## src/rtl/regfile_sequencer_pkg.sv

```systemverilog
// Shared types and defaults for the register-file command sequencer.
// Combinational only: no latency.
// No flow control: types, encodings and parameter defaults only.
package regfile_seq_pkg;

  localparam int DW_DEF = 16;  // register word width
  localparam int AW_DEF = 3;   // register index width (8 registers)

  typedef enum logic [1:0] {
    OP_WRITE = 2'b00,
    OP_READ  = 2'b01,
    OP_MOVE  = 2'b10,
    OP_SWAP  = 2'b11
  } op_e;

  typedef enum logic [2:0] {
    ST_IDLE = 3'd0,
    ST_RD_A = 3'd1,
    ST_RD_B = 3'd2,
    ST_WR_A = 3'd3,
    ST_WR_B = 3'd4,
    ST_RSP  = 3'd5
  } state_e;

endpackage

```

## src/rtl/regfile_sequencer.sv

```systemverilog
// Command sequencer driving one read port and one write port of an 8xDW register file.
// Latency: WRITE 1 cycle, MOVE 2, SWAP 4, READ response valid in cycle 2 after acceptance.
// Backpressure: cmd_ready only in IDLE; READ result held in RSP until rsp_ready.
//
// Ports:
//   clk, rst_n                       clock, async active-low reset
//   cmd_valid/cmd_ready              command handshake; cmd_op/cmd_ra/cmd_rb/cmd_imm fields
//   rsp_valid/rsp_ready/rsp_data     READ result channel
//   rf_writenum/rf_write/rf_data_in  register file write port (all registered)
//   rf_readnum/rf_data_out           register file read port (data_out combinational from readnum)
module regfile_sequencer
  import regfile_seq_pkg::*;
#(
  parameter int DW = DW_DEF,
  parameter int AW = AW_DEF
) (
  input  logic          clk,
  input  logic          rst_n,
  input  logic          cmd_valid,
  output logic          cmd_ready,
  input  logic [1:0]    cmd_op,
  input  logic [AW-1:0] cmd_ra,
  input  logic [AW-1:0] cmd_rb,
  input  logic [DW-1:0] cmd_imm,
  output logic          rsp_valid,
  input  logic          rsp_ready,
  output logic [DW-1:0] rsp_data,
  output logic [AW-1:0] rf_writenum,
  output logic          rf_write,
  output logic [DW-1:0] rf_data_in,
  output logic [AW-1:0] rf_readnum,
  input  logic [DW-1:0] rf_data_out
);

  state_e        state_q, state_d;
  op_e           op_q, op_d;
  logic [AW-1:0] ra_q, ra_d;
  logic [AW-1:0] rb_q, rb_d;
  // t0 holds the first operand read; the second operand (t1) is loaded straight
  // into rf_data_in_q at the end of RD_B, since that is exactly the value WR_A writes.
  logic [DW-1:0] t0_q, t0_d;

  logic          cmd_ready_q, cmd_ready_d;
  logic          rsp_valid_q, rsp_valid_d;
  logic [DW-1:0] rsp_data_q, rsp_data_d;
  logic          rf_write_q, rf_write_d;
  logic [AW-1:0] rf_writenum_q, rf_writenum_d;
  logic [DW-1:0] rf_data_in_q, rf_data_in_d;
  logic [AW-1:0] rf_readnum_q, rf_readnum_d;

  logic          accept;
  op_e           cmd_op_e;

  assign cmd_op_e = op_e'(cmd_op);
  // cmd_ready_q (not state) gates acceptance so nothing is taken in the first
  // cycle after reset release, when cmd_ready is still low.
  assign accept   = cmd_valid && cmd_ready_q;

  // Every output is a flop: its next value is computed alongside the next state,
  // so the rf_* values for a state are already in place on the cycle it begins.
  always_comb begin
    state_d       = state_q;
    op_d          = op_q;
    ra_d          = ra_q;
    rb_d          = rb_q;
    t0_d          = t0_q;
    rsp_valid_d   = rsp_valid_q;
    rsp_data_d    = rsp_data_q;
    rf_write_d    = 1'b0;
    rf_writenum_d = rf_writenum_q;
    rf_data_in_d  = rf_data_in_q;
    rf_readnum_d  = rf_readnum_q;

    unique case (state_q)
      ST_IDLE: begin
        if (accept) begin
          op_d = cmd_op_e;
          ra_d = cmd_ra;
          rb_d = cmd_rb;
          if (cmd_op_e == OP_WRITE) begin
            state_d       = ST_WR_A;
            rf_write_d    = 1'b1;
            rf_writenum_d = cmd_ra;
            rf_data_in_d  = cmd_imm;
          end else begin
            state_d      = ST_RD_A;
            rf_readnum_d = cmd_ra;
          end
        end
      end

      ST_RD_A: begin
        t0_d = rf_data_out;
        unique case (op_q)
          OP_READ: begin
            state_d     = ST_RSP;
            rsp_valid_d = 1'b1;
            rsp_data_d  = rf_data_out;
          end
          OP_MOVE: begin
            state_d       = ST_WR_A;
            rf_write_d    = 1'b1;
            rf_writenum_d = rb_q;
            rf_data_in_d  = rf_data_out;
          end
          OP_SWAP: begin
            state_d      = ST_RD_B;
            rf_readnum_d = rb_q;
          end
          default: state_d = ST_IDLE;  // WRITE never reads
        endcase
      end

      ST_RD_B: begin
        state_d       = ST_WR_A;
        rf_write_d    = 1'b1;
        rf_writenum_d = ra_q;
        rf_data_in_d  = rf_data_out;
      end

      ST_WR_A: begin
        if (op_q == OP_SWAP) begin
          state_d       = ST_WR_B;
          rf_write_d    = 1'b1;
          rf_writenum_d = rb_q;
          rf_data_in_d  = t0_q;
        end else begin
          state_d = ST_IDLE;
        end
      end

      ST_WR_B: state_d = ST_IDLE;

      ST_RSP: begin
        // rsp_data_q is left untouched here, so it stays stable under backpressure.
        if (rsp_ready) begin
          state_d     = ST_IDLE;
          rsp_valid_d = 1'b0;
        end
      end

      default: state_d = ST_IDLE;
    endcase

    cmd_ready_d = (state_d == ST_IDLE);
  end

  always_ff @(posedge clk or negedge rst_n) begin
    if (!rst_n) begin
      state_q       <= ST_IDLE;
      op_q          <= OP_WRITE;
      ra_q          <= '0;
      rb_q          <= '0;
      t0_q          <= '0;
      cmd_ready_q   <= 1'b0;
      rsp_valid_q   <= 1'b0;
      rsp_data_q    <= '0;
      rf_write_q    <= 1'b0;
      rf_writenum_q <= '0;
      rf_data_in_q  <= '0;
      rf_readnum_q  <= '0;
    end else begin
      state_q       <= state_d;
      op_q          <= op_d;
      ra_q          <= ra_d;
      rb_q          <= rb_d;
      t0_q          <= t0_d;
      cmd_ready_q   <= cmd_ready_d;
      rsp_valid_q   <= rsp_valid_d;
      rsp_data_q    <= rsp_data_d;
      rf_write_q    <= rf_write_d;
      rf_writenum_q <= rf_writenum_d;
      rf_data_in_q  <= rf_data_in_d;
      rf_readnum_q  <= rf_readnum_d;
    end
  end

  assign cmd_ready   = cmd_ready_q;
  assign rsp_valid   = rsp_valid_q;
  assign rsp_data    = rsp_data_q;
  assign rf_write    = rf_write_q;
  assign rf_writenum = rf_writenum_q;
  assign rf_data_in  = rf_data_in_q;
  assign rf_readnum  = rf_readnum_q;

endmodule

```

## config.mk

```make
export PLATFORM = sky130hd
export DESIGN_NAME = regfile_sequencer
export DESIGN_NICKNAME = d
export VERILOG_FILES = /design/src/rtl/regfile_sequencer_pkg.sv /design/src/rtl/regfile_sequencer.sv
export SDC_FILE = /design/constraint.sdc
export NUM_CORES = 1
export LEC_CHECK = 0
export CORE_MARGIN = 2
export CORE_UTILIZATION = 30
export CTS_CLUSTER_DIAMETER = 200
export DETAILED_ROUTE_END_ITERATION = 8
export GPL_TIMING_DRIVEN = 0
export PLACE_DENSITY = 0.54
export SLEW_MARGIN = 30
export SYNTH_ARGS = -nofsm -noshare
export SYNTH_HDL_FRONTEND = slang
export SYNTH_SLANG_ARGS = --single-unit
export TNS_END_PERCENT = 10
```

## constraint.sdc

```tcl
create_clock -name clk -period 2.3 [get_ports clk]
set_input_delay 0.46 -clock clk [delete_from_list [all_inputs] [get_ports clk]]
set_output_delay 0.46 -clock clk [all_outputs]
set_load 0.01 [all_outputs]
```

Word level (Yosys, flattened, before mapping) --
Cells that the tools add are included. W data, S select, Z words.
Storage, ports and cells: register bits 68, word-level logic and storage cells 66
Operators by class: eq/ne operators 15, multiplexer cells 27, reductions and logical operators 12
Operators by type and width (count):
- $mux W16 | 4
- $pmux W16 S4 | 1
- $mux W3 | 9
- $ne A2 B2 Y1 const B | 8
- $pmux W3 S5 | 1
- $pmux W3 S4 | 1
- $pmux W3 S3 | 1
- $eq A3 B2 Y1 const B | 2
- $logic_not A3 Y1 | 2
- $mux W1 | 6
- $pmux W3 S2 | 1
- $reduce_and A5 Y1 | 1
- $eq A2 B2 Y1 const B | 2
- $pmux W1 S4 | 1
- $reduce_and A2 Y1 | 2
- $reduce_and A4 Y1 | 1
- $reduce_bool A2 Y1 | 2
- $reduce_bool A4 Y1 | 1
- $eq A3 B1 Y1 const B | 1
- $eq A3 B3 Y1 const B | 1
- $reduce_and A3 Y1 | 1
- $eq A2 B1 Y1 const B | 1
- $logic_not A2 Y1 | 1
- $mux W2 | 1
- 2 further kinds | 2

Longest topological paths before layout --
Gate-level depths: netlist (run 1).
depth after elaboration 5, depth in mapped cells 7, mapped depth without buffers 6

Worst setup path before layout (run 1) --
Ideal clock, no wire load.
path type reg2reg, start register state_q[1], end register rf_data_in_q[10] (netlist: rf_data_in[10]), setup time 0.125 ns, arrival 1.544 ns, slack 0.631 ns, cell stages (with the launch flop) 7, buffers on the path 2, cell sequence dfrtp_1 buf_4 and3b_1 nand3_1 o211ai_1 buf_6 mux2_4
On the way: word-level cells in the longest chain between the ends 3, elaborated cells between the ends (all ways) 11
Ends and longest elaborated chain:
- from (decl) | line regfile_sequencer.sv:35 | state_e state_q, state_d;
- from (signal assigned) | line regfile_sequencer.sv:163 | state_q <= state_d;
- $eq A3 B1 Y1 (tied with other cells) | line regfile_sequencer.sv:74 | unique case (state_q)
- $ne A2 B2 Y1 (no line) / $reduce_bool A4 Y1 (equally long branches)
- $reduce_and A5 Y1 (no line)
- to (signal assigned) | line regfile_sequencer.sv:173 | rf_data_in_q <= rf_data_in_d;
- to (decl) | line regfile_sequencer.sv:48 | logic [DW-1:0] rf_data_in_q, rf_data_in_d;
Several ways; a longest one is shown, not always the timed one. A chain may end at the register's enable or synchronous reset.

Worst setup path after layout (run 1) --
start register state_q[0], end register rf_data_in_q[3] (netlist: rf_data_in[3])
The elaborated chain is that of the path after synthesis.

==> impl_metrics.ini, run 1 <==
[clock_tree]
postCtsHoldBufs = 0
cts_tree = done
clkLatencyLatePin_ns = 0.33
path_clk_slew_ns = 0.06
cts.sinks = 68
cts_buffer_depth = 2
post-cts-setup-buffer-count = 0
cts_buffers = 9
clockRootBuffer = clkbuf_16
cts-htree-levels = 3
cts_resized = 0

[placed_design]
place_hpwl_um = 5840
gp_congestion = 0.738
io_buffers = 84

[setup_path]
critical_path_required_ns = 2.52
cp-startpoint = state_q[0]
r2r_end = rf_data_in[3]
crit_fanout = 10
cp.arrival_ns = 2.15
endpoint = rf_data_in[3]
startpoint_type = register
critPathCaptureType = register
worstSetupPathType = register to register
regToRegSetupSlack_ns = 0.36
r2r_cells = 6
r2r-start = state_q[0]

[drt]
wl_per_cell_um = 16.3
routed_wl_um = 8330
ant_nets = 0
num_vias = 2442
drcViolationCount = 0
drt_iter0_drc = 75
drt_pass1_iterations = 4
viasPerCell = 4.78

[run_status]
status = finished clean

[sta]
hold_viol_final = 0
fin_crit_ns = 1.94
skew_ns = 0.00508
fmax_ghz = 0.516
max-slew-margin-rel_pct = 62.5
worst_slew_pin_slew_ns = 0.562
rsz0062_at_grt = no
final_max_slew_viol_count = 0
setup_viol = 0
min_period_over_period_pct = 84.2

[global_route]
grt_usage_pct = 14.6
grt_pass1_wl_um = 13100
grt_pass1_vias = 2537
antenna_found_initial = 0
grt_max_degree = 39
grt_overflow = 0

[flow_run]
maxCapViolCount = 0

[synth]
synth_compound_area_share_pct = 8.18
syn-num-nets = 318
yosys.area_share.simple_pct = 8.37
muxShareOfSynthArea_pct = 28.3
synthAdderAreaFrac_pct = 1.47
ys_warn_count = 0
yosys_register_bits = 68
synth_top_family_by_area = multiplexers
avgSynthCellArea_um2 = 12.6
synth-xor-area-share_pct = 0
ys_types = 31
synth-seq-area-share_pct = 50.1
syn_area_mm2 = 0.00339
synthCells = 270

[power_and_ir_drop]
powerDensity_mw_per_mm2 = 1510
power_leakage_nw = 1.98
total_power_mw = 7.16
irDropWorstVdd_mv = 0.586

[die]
core_area_mm2 = 0.0109
pin_count = 85
die_area_mm2 = 0.0122
dieWidth_um = 110
rows = 38
initial_core_util_pct = 31.0
die_y_um = 110

[finish]
multiInputGateArea_mm2 = 0.00157
regArea_mm2 = 0.00170
nets = 414
area_delta_synth_final_pct = 39.8
final_core_util_pct = 43.4
filler_cell_count = 1084
drive_gt1_share_pct = 27.5
diodes = 0

[worst_hold_path]
hold_class = input pin to async pin
synth_stat cells:
master | n | share of area, %
a211o_1 | 2 | 0.52
a21oi_1 | 4 | 0.59
a22oi_1 | 3 | 0.66
a32oi_1 | 1 | 0.26
and2_4 | 1 | 0.26
and2b_1 | 1 | 0.22
and3_1 | 2 | 0.37
and3b_1 | 1 | 0.26
buf_2 | 6 | 0.88
buf_4 | 2 | 0.44
buf_6 | 3 | 1.0
clkbuf_1 | 8 | 0.88
dfrtp_1 | 68 | 50
ha_1 | 4 | 1.5
inv_1 | 3 | 0.33
mux2_1 | 10 | 3.3
mux2_2 | 50 | 17
mux2_4 | 19 | 8.4
nand2_1 | 7 | 0.77
nand2b_1 | 4 | 0.74
nand3_1 | 1 | 0.15
nor2_1 | 35 | 3.9
nor2_4 | 1 | 0.33
nor2b_1 | 6 | 1.1
nor3_2 | 1 | 0.29
o211ai_1 | 1 | 0.22
o21a_1 | 1 | 0.22
o21ai_0 | 7 | 1.0
o21ba_2 | 1 | 0.29
o22a_1 | 1 | 0.26
o32ai_1 | 16 | 4.1
placed cells by master (no fill, tap or decap):
cell	instances
clkbuf_16	9
buf_6	3
buf_4	3
o21a_1	1
nor2_4	1
nand3_1	1
clkinv_4	1
mux2_2	50
o22a_1	1
nor2b_1	6
o21ai_0	7
and2b_1	1
nor2_1	35
a22oi_1	3
and3_1	2
o21ba_2	1
and2_4	1
buf_12	1
and3b_1	1
a32oi_1	1
buf_2	6
nand2b_1	4
clkinv_2	3
mux2_1	10
a211o_1	2
ha_1	4
clkbuf_1	8
o211ai_1	1
mux2_4	19
inv_1	3
a21oi_1	4
dfrtp_1	68
o32ai_1	16
bufinv_16	2
clkdlybuf4s50_1	83
clkinvlp_4	1
nor3_2	1
nand2_1	7
flip-flops by register name, summed over array words and instances, names as in the netlist:
signal	count
rf_data_in	16
rsp_data	16
t0_q	16
ra_q	3
rb_q	3
rf_readnum	3
rf_writenum	3
state_q	3
op_q	2
cmd_ready	1
rf_write	1
rsp_valid	1
power breakdown:
group / internal, mW / total, mW / switching (mW)
sequential: 1.82 / 2.14 / 0.320
clock: 0.944 / 1.47 / 0.524
combinational: 2.05 / 3.55 / 1.50
total: 4.81 / 7.16 / 2.34
area by class of cell:
cell class              instances  area share (%)
flip-flops and latches         68            35.9
plain buffers                  19            2.29
inverters                       3           0.237
clock buffers                   9            4.75
multi-input cells             180            33.1
well taps                     140            3.69
clock inverters                 7            1.93
repair buffers                 85            18.1
layer usage:
layer	part of all wire (%)	up-vias	GRT usage (%)
met5	0	-	0
met4	1.1	0	4.02
met3	5.9	9	4.23
met2	44	76	22.7
met1	49	1195	19.9
li1	-	1162	-
worst min-delay path by stage:
stage                           start          end  slack [ns]  depth (start not counted)
after CTS                       rst_n  rsp_data[8]        0.12                          1
after floorplan                 rst_n    cmd_ready        0.16                          0
final                           rst_n  rsp_data[8]        0.10                          1
after global placement    rsp_data[8]  rsp_data[8]        0.47                          1
after global routing            rst_n  rsp_data[8]        0.14                          1
after detailed placement        rst_n  rsp_data[8]        0.47                          1
stage by stage:
step | hold WS, ns | setup TNS (ns) | worst slack [ns] | instance area, µm² | cells
after floorplan | 0.164 | 0 | 0.631 | 3390 | 270
after global placement | 0.470 | -118.66 | -1.75 | 4410 | 494
after detailed placement | 0.468 | 0 | 0.171 | 4430 | 495
after CTS | 0.119 | 0 | 0.308 | 4740 | 511
after global routing | 0.137 | 0 | 0.167 | 4740 | 511
final | 0.101 | 0 | 0.363 | 4740 | 511
critical path: stages, from the launching register on:
cell      delay (ns)
dfrtp_1         0.31
buf_2           0.19
clkbuf_1        0.45
mux2_2          0.39
o32ai_1         0.13
nor2_1          0.09
mux2_4          0.26
cells by family after synthesis:
group / Yosys count
and+or+nand+nor: 60
AOI/OAI and AO/OA: 37
adders and majority gates: 4
muxes: 79
buffers and inverters: 22
DFF: 68
(Power assumes the default switching activity.)
==> run 2, diff against run 1 <==
--- a/config.mk
+++ b/config.mk
@@ -10,7 +10,7 @@
 export CTS_CLUSTER_DIAMETER = 200
 export DETAILED_ROUTE_END_ITERATION = 8
 export GPL_TIMING_DRIVEN = 0
-export PLACE_DENSITY = 0.54
+export PLACE_DENSITY = 0.56
 export SLEW_MARGIN = 30
 export SYNTH_ARGS = -nofsm -noshare
 export SYNTH_HDL_FRONTEND = slang
==> constraint.sdc (replaced) <==
create_clock -name clk -period 1.7 [get_ports clk]
set_input_delay 0.34 -clock clk [delete_from_list [all_inputs] [get_ports clk]]
set_output_delay 0.34 -clock clk [all_outputs]
set_load 0.01 [all_outputs]
==> impl_metrics.ini, run 2 (same netlist as run 1, synthesis figures left out) <==
[flow_run]
maxCapViolCount = 0

[sta]
fmax_ghz = 0.555
setup_viol = 19
fin_crit_ns = 1.80
hold_viol_final = 29
skew_ns = 0.0107
worst_slew_pin_slew_ns = 0.554
hold_ws_ns = -0.0196
min_period_over_period_pct = 106
finalWorstSetupSlack_ns = -0.100
max-slew-margin-rel_pct = 63.1
rsz0062_at_grt = yes
final_max_slew_viol_count = 0

[power_and_ir_drop]
powerDensity_mw_per_mm2 = 2040
power_leakage_nw = 2.06
irDropWorstVdd_mv = 0.760

[setup_path]
r2r_cells = 7
path_delay_family = buffers and inverters
slowest_stage = dfrtp_1
r2r-start = state_q[1]
cp_num_buf_inv = 3
cp-startpoint = state_q[1]
cpPeakStageDelay_ns = 0.42
crit_fanout = 5
cp.arrival_ns = 2.02
worstPathCellList = buf_6 -> and3b_2 -> nand3_2 -> o211ai_1 -> buf_4 -> clkbuf_16 -> mux2_4
startpoint_type = register
r2r_end = rf_data_in[11]
regToRegSetupSlack_ns = -0.10
critical_path_required_ns = 1.92
worstSetupPathType = register to register
critPathCaptureType = register

[global_route]
grt_usage_pct = 14.8
grt_max_degree = 41
grt_pass1_wl_um = 13300
grt_pass1_vias = 2569
grt_overflow = 0
antenna_found_initial = 0

[drt]
wl_per_cell_um = 16.9
dr.max_layer_used = met4
routed_wl_um = 8830
ant_nets = 0
met1_length_um = 4130
drt_pass1_iterations = 4
wl_met3_um = 496
drt_iter0_drc = 52
num_vias = 2505
drcViolationCount = 0
viasPerCell = 4.79
wl_met2_um = 4100

[clock_tree]
cts-htree-levels = 3
clockRootBuffer = clkbuf_16
clkLatencyLatePin_ns = 0.34
cts_buffers = 9
postCtsHoldBufs = 0
path_clk_slew_ns = 0.06
cts.sinks = 68
cts_buffer_depth = 2
cts_tree = done

[placed_design]
place_ws_ns = -0.319
io_buffers = 84
place_hpwl_um = 5920
gp_congestion = 0.740

[finish]
drive_gt1_share_pct = 33.2
diodes = 0
most-common-layout-cells = 83 x clkdlybuf4s50_1, 67 x dfrtp_1, 50 x mux2_2
area_delta_synth_final_pct = 45.4
filler_cell_count = 1070
nets = 426
multiInputGateArea_mm2 = 0.00162
final_common_cell = clkdlybuf4s50_1
regArea_mm2 = 0.00170
final_core_util_pct = 45.1

[die]
dieWidth_um = 110
initial_core_util_pct = 31.0
die_y_um = 110
pin_count = 85
die_area_mm2 = 0.0122
core_area_mm2 = 0.0109
rows = 38

[worst_hold_path]
hold_class = input pin to async pin

[run_status]
failed_checks = negative hold slack, negative setup slack
status = finished with violations
run 2: cell count changes in the layout (fill, tap and decap cells not counted), sizes merged:
cell	before	now
bufinv	2	0
clkinv	4	3
buf	13	25
clkinvlp	1	2
inv	3	5
run 2: power by group:
group / switching, mW / internal (mW)
sequential: 0.455 / 2.46
clock: 0.750 / 0.994
combinational: 2.19 / 3.21
total: 3.40 / 6.66
run 2: per-layer routing:
layer,up-vias,global-route usage [%]
met3,9,5.00
met2,68,22.8
met5,-,0
li1,1195,-
met1,1233,19.7
met4,0,4.46
run 2: metrics by stage:
stage,area (µm²),std cells,setup TNS [ns],hold WS (ns),power (mW)
after detailed placement,4430,495,-11.37,0.357,7.80
final,4940,523,-1.59,-0.0196,10.1
after global placement,4410,494,-158.09,0.468,7.68
after CTS,4810,516,-1.22,0.00112,9.84
after global routing,4940,523,-2.92,0.0151,10.7
after floorplan,3390,270,0,0.0444,5.95
run 2: layout make-up:
type	instances	share of cell area [%]
Sequential cell	68	34.5
Multi-Input combinational cell	180	32.8
Timing Repair Buffer	98	19.9
Clock buffer	9	4.56
Tap cell	140	3.55
Buffer	18	3.47
Clock inverter	7	1.04
Inverter	3	0.228
run 2: how the worst max path moves through the flow:
stage                           to  slack (ns)  depth (start not counted)
global placement     rf_data_in[3]       -2.17                          1
global route        rf_data_in[13]       -0.16                          7
finish              rf_data_in[11]       -0.10                          7
CTS                  rf_data_in[8]       -0.08                          7
floorplan           rf_data_in[10]        0.03                          6
detailed placement   rf_data_in[4]       -0.32                          6
run 2: repair_timing:
item                       CTS  global route
setup buffers                5             6
gates cloned                 1             1
pin swaps                    3             3
setup endpoints to repair   44            32
gates resized for setup     23            15
==> run 3, diff against run 2 <==
--- a/config.mk
+++ b/config.mk
@@ -5,12 +5,13 @@
 export SDC_FILE = /design/constraint.sdc
 export NUM_CORES = 1
 export LEC_CHECK = 0
-export CORE_MARGIN = 2
+export CORE_MARGIN = 3
 export CORE_UTILIZATION = 30
 export CTS_CLUSTER_DIAMETER = 200
 export DETAILED_ROUTE_END_ITERATION = 8
 export GPL_TIMING_DRIVEN = 0
 export PLACE_DENSITY = 0.56
+export SKIP_CTS_REPAIR_TIMING = 1
 export SLEW_MARGIN = 30
 export SYNTH_ARGS = -nofsm -noshare
 export SYNTH_HDL_FRONTEND = slang
==> impl_metrics.ini, run 3 (same netlist as run 1, synthesis figures left out) <==
[drt]
drt_iter0_drc = 80
ant_nets = 0
drcViolationCount = 0
viasPerCell = 4.71
num_vias = 2490
drt_pass1_iterations = 4
wl_per_cell_um = 16.8
routed_wl_um = 8860

[sta]
skew_ns = 0.00526
setup_viol = 19
max-slew-margin-rel_pct = 63.5
worst_slew_pin_slew_ns = 0.547
finalWorstSetupSlack_ns = -0.127
final_max_slew_viol_count = 0
rsz0062_at_grt = yes
fmax_ghz = 0.547
fin_crit_ns = 1.83
min_period_over_period_pct = 107
hold_viol_final = 0

[run_status]
failed_checks = negative setup slack
status = finished with violations

[global_route]
grt_pass1_wl_um = 13900
grt_overflow = 0
grt_usage_pct = 13.9
grt_pass1_vias = 2575
grt_max_degree = 43
antenna_found_initial = 0

[clock_tree]
cts_tree = done
cts-htree-levels = 3
clkLatencyLatePin_ns = 0.32
cts_buffers = 9
cts_buffer_depth = 2
cts.sinks = 68
clockRootBuffer = clkbuf_16
path_clk_slew_ns = 0.06

[setup_path]
cp-startpoint = state_q[0]
r2r-start = state_q[0]
cp.arrival_ns = 2.04
cp_num_buf_inv = 3
startpoint_type = register
path_depth = 7
crit_fanout = 5
regToRegSetupSlack_ns = -0.13
critPathCaptureType = register
crit_top_cell = buf_4
r2r_cells = 7
worstPathCellList = and2b_2 -> a32oi_2 -> o211ai_1 -> buf_4 -> buf_4 -> buf_6 -> mux2_4
path_delay_family = buffers and inverters
critical_path_required_ns = 1.91
r2r_end = rf_data_in[5]
slowest_stage = dfrtp_2
cpPeakStageDelay_ns = 0.43
endpoint = rf_data_in[5]
worstSetupPathType = register to register

[flow_run]
maxCapViolCount = 0

[finish]
area_delta_synth_final_pct = 50.2
most-common-layout-cells = 83 x clkdlybuf4s50_1, 67 x dfrtp_1, 44 x mux2_2
nets = 432
final_core_util_pct = 46.6
drive_gt1_share_pct = 35.2
fin_area_mm2 = 0.00510
final_common_cell = clkdlybuf4s50_1
layout.cells.non_filler = 529
diodes = 0

[power_and_ir_drop]
powerDensity_mw_per_mm2 = 2070
switching_share_pct = 31.9
power_leakage_nw = 2.14
combinationalPowerShare_pct = 53.4
irDropWorstVdd_mv = 0.854
clkPwrFrac_pct = 18.9
p_int_mw = 7.17
power_switching_mw = 3.37
p_seq_share_pct = 27.7

[die]
dieWidth_um = 112
rows = 38
die_y_um = 112
initial_core_util_pct = 31.0
die_area_mm2 = 0.0126
core_area_mm2 = 0.0109
pin_count = 85

[placed_design]
dpl.cell_count = 495
gp_congestion = 0.714
io_buffers = 84
place_hpwl_um = 5880
dpl_cell_area_mm2 = 0.00444

[worst_hold_path]
hold_class = input pin to async pin
-- run 3: changes by cell type in the layout (fill, tap and decap cells not counted), sizes merged --
cell / previous run / this run
buf: 25 / 31
clkinv: 3 / 1
inv: 5 / 3
clkbuf: 17 / 19
bufinv: 0 / 2
clkinvlp: 2 / 1
dlygate4sd3: 0 / 1
-- run 3: power by group through the flow --
| stage | Clock [mW] | Sequential, mW | Combinational [mW] |
|---|---|---|---|
| final | 1.99 | 2.92 | 5.63 |
| after global routing | 2.11 | 3.04 | 6.07 |
| after CTS | 2.04 | 2.89 | 4.89 |
| after detailed placement | 0 | 2.90 | 4.87 |
| after global placement | 0 | 2.89 | 4.80 |
| after floorplan | 0 | 3.06 | 2.89 |
-- run 3: metrics by stage --
step	TNS, ns	hold slack (ns)	worst slack, ns	power [mW]
floorplan	0	0.0444	0.0309	5.95
global placement	-159.47	0.470	-2.19	7.70
finish	-2.10	0.482	-0.127	10.5
global route	-4.30	0.498	-0.208	11.2
CTS	-8.62	-0.0596	-0.271	9.82
detailed placement	-11.55	0.288	-0.339	7.78
-- run 3: final cells by class --
| type | instances | area (µm²) |
|---|---|---|
| tap | 140 | 175 |
| sequential | 68 | 1700 |
| timing repair buffer | 104 | 1050 |
| multi-input combinational | 180 | 1670 |
| clock buffer | 12 | 246 |
| fill | 1050 | 5840 |
| buffer | 18 | 168 |
| inverter | 3 | 11.3 |
| clock inverter | 4 | 72.6 |
-- run 3: how the worst min path moves through the flow --
stage / endpoint / start / slack [ns] / cells after the start
final: rsp_data[9] / rst_n / 0.48 / 2
after global routing: rf_data_in[11] / rst_n / 0.50 / 2
after CTS: rsp_data[9] / rst_n / -0.06 / 1
after detailed placement: rsp_data[9] / rst_n / 0.29 / 1
after global placement: rsp_data[7] / rsp_data[7] / 0.47 / 1
after floorplan: cmd_ready / rst_n / 0.04 / 0
-- run 3: routing by layer --
metal | track usage [%] | vias to the layer above | routed length, µm | part of all wire, %
met1 | 18.5 | 1213 | 4310 | 49
met3 | 4.85 | 8 | 492 | 5.6
met2 | 21.9 | 71 | 3970 | 45
met4 | 3.37 | 0 | 91 | 1.0
met5 | 0 | - | 0 | 0
li1 | - | 1198 | - | -
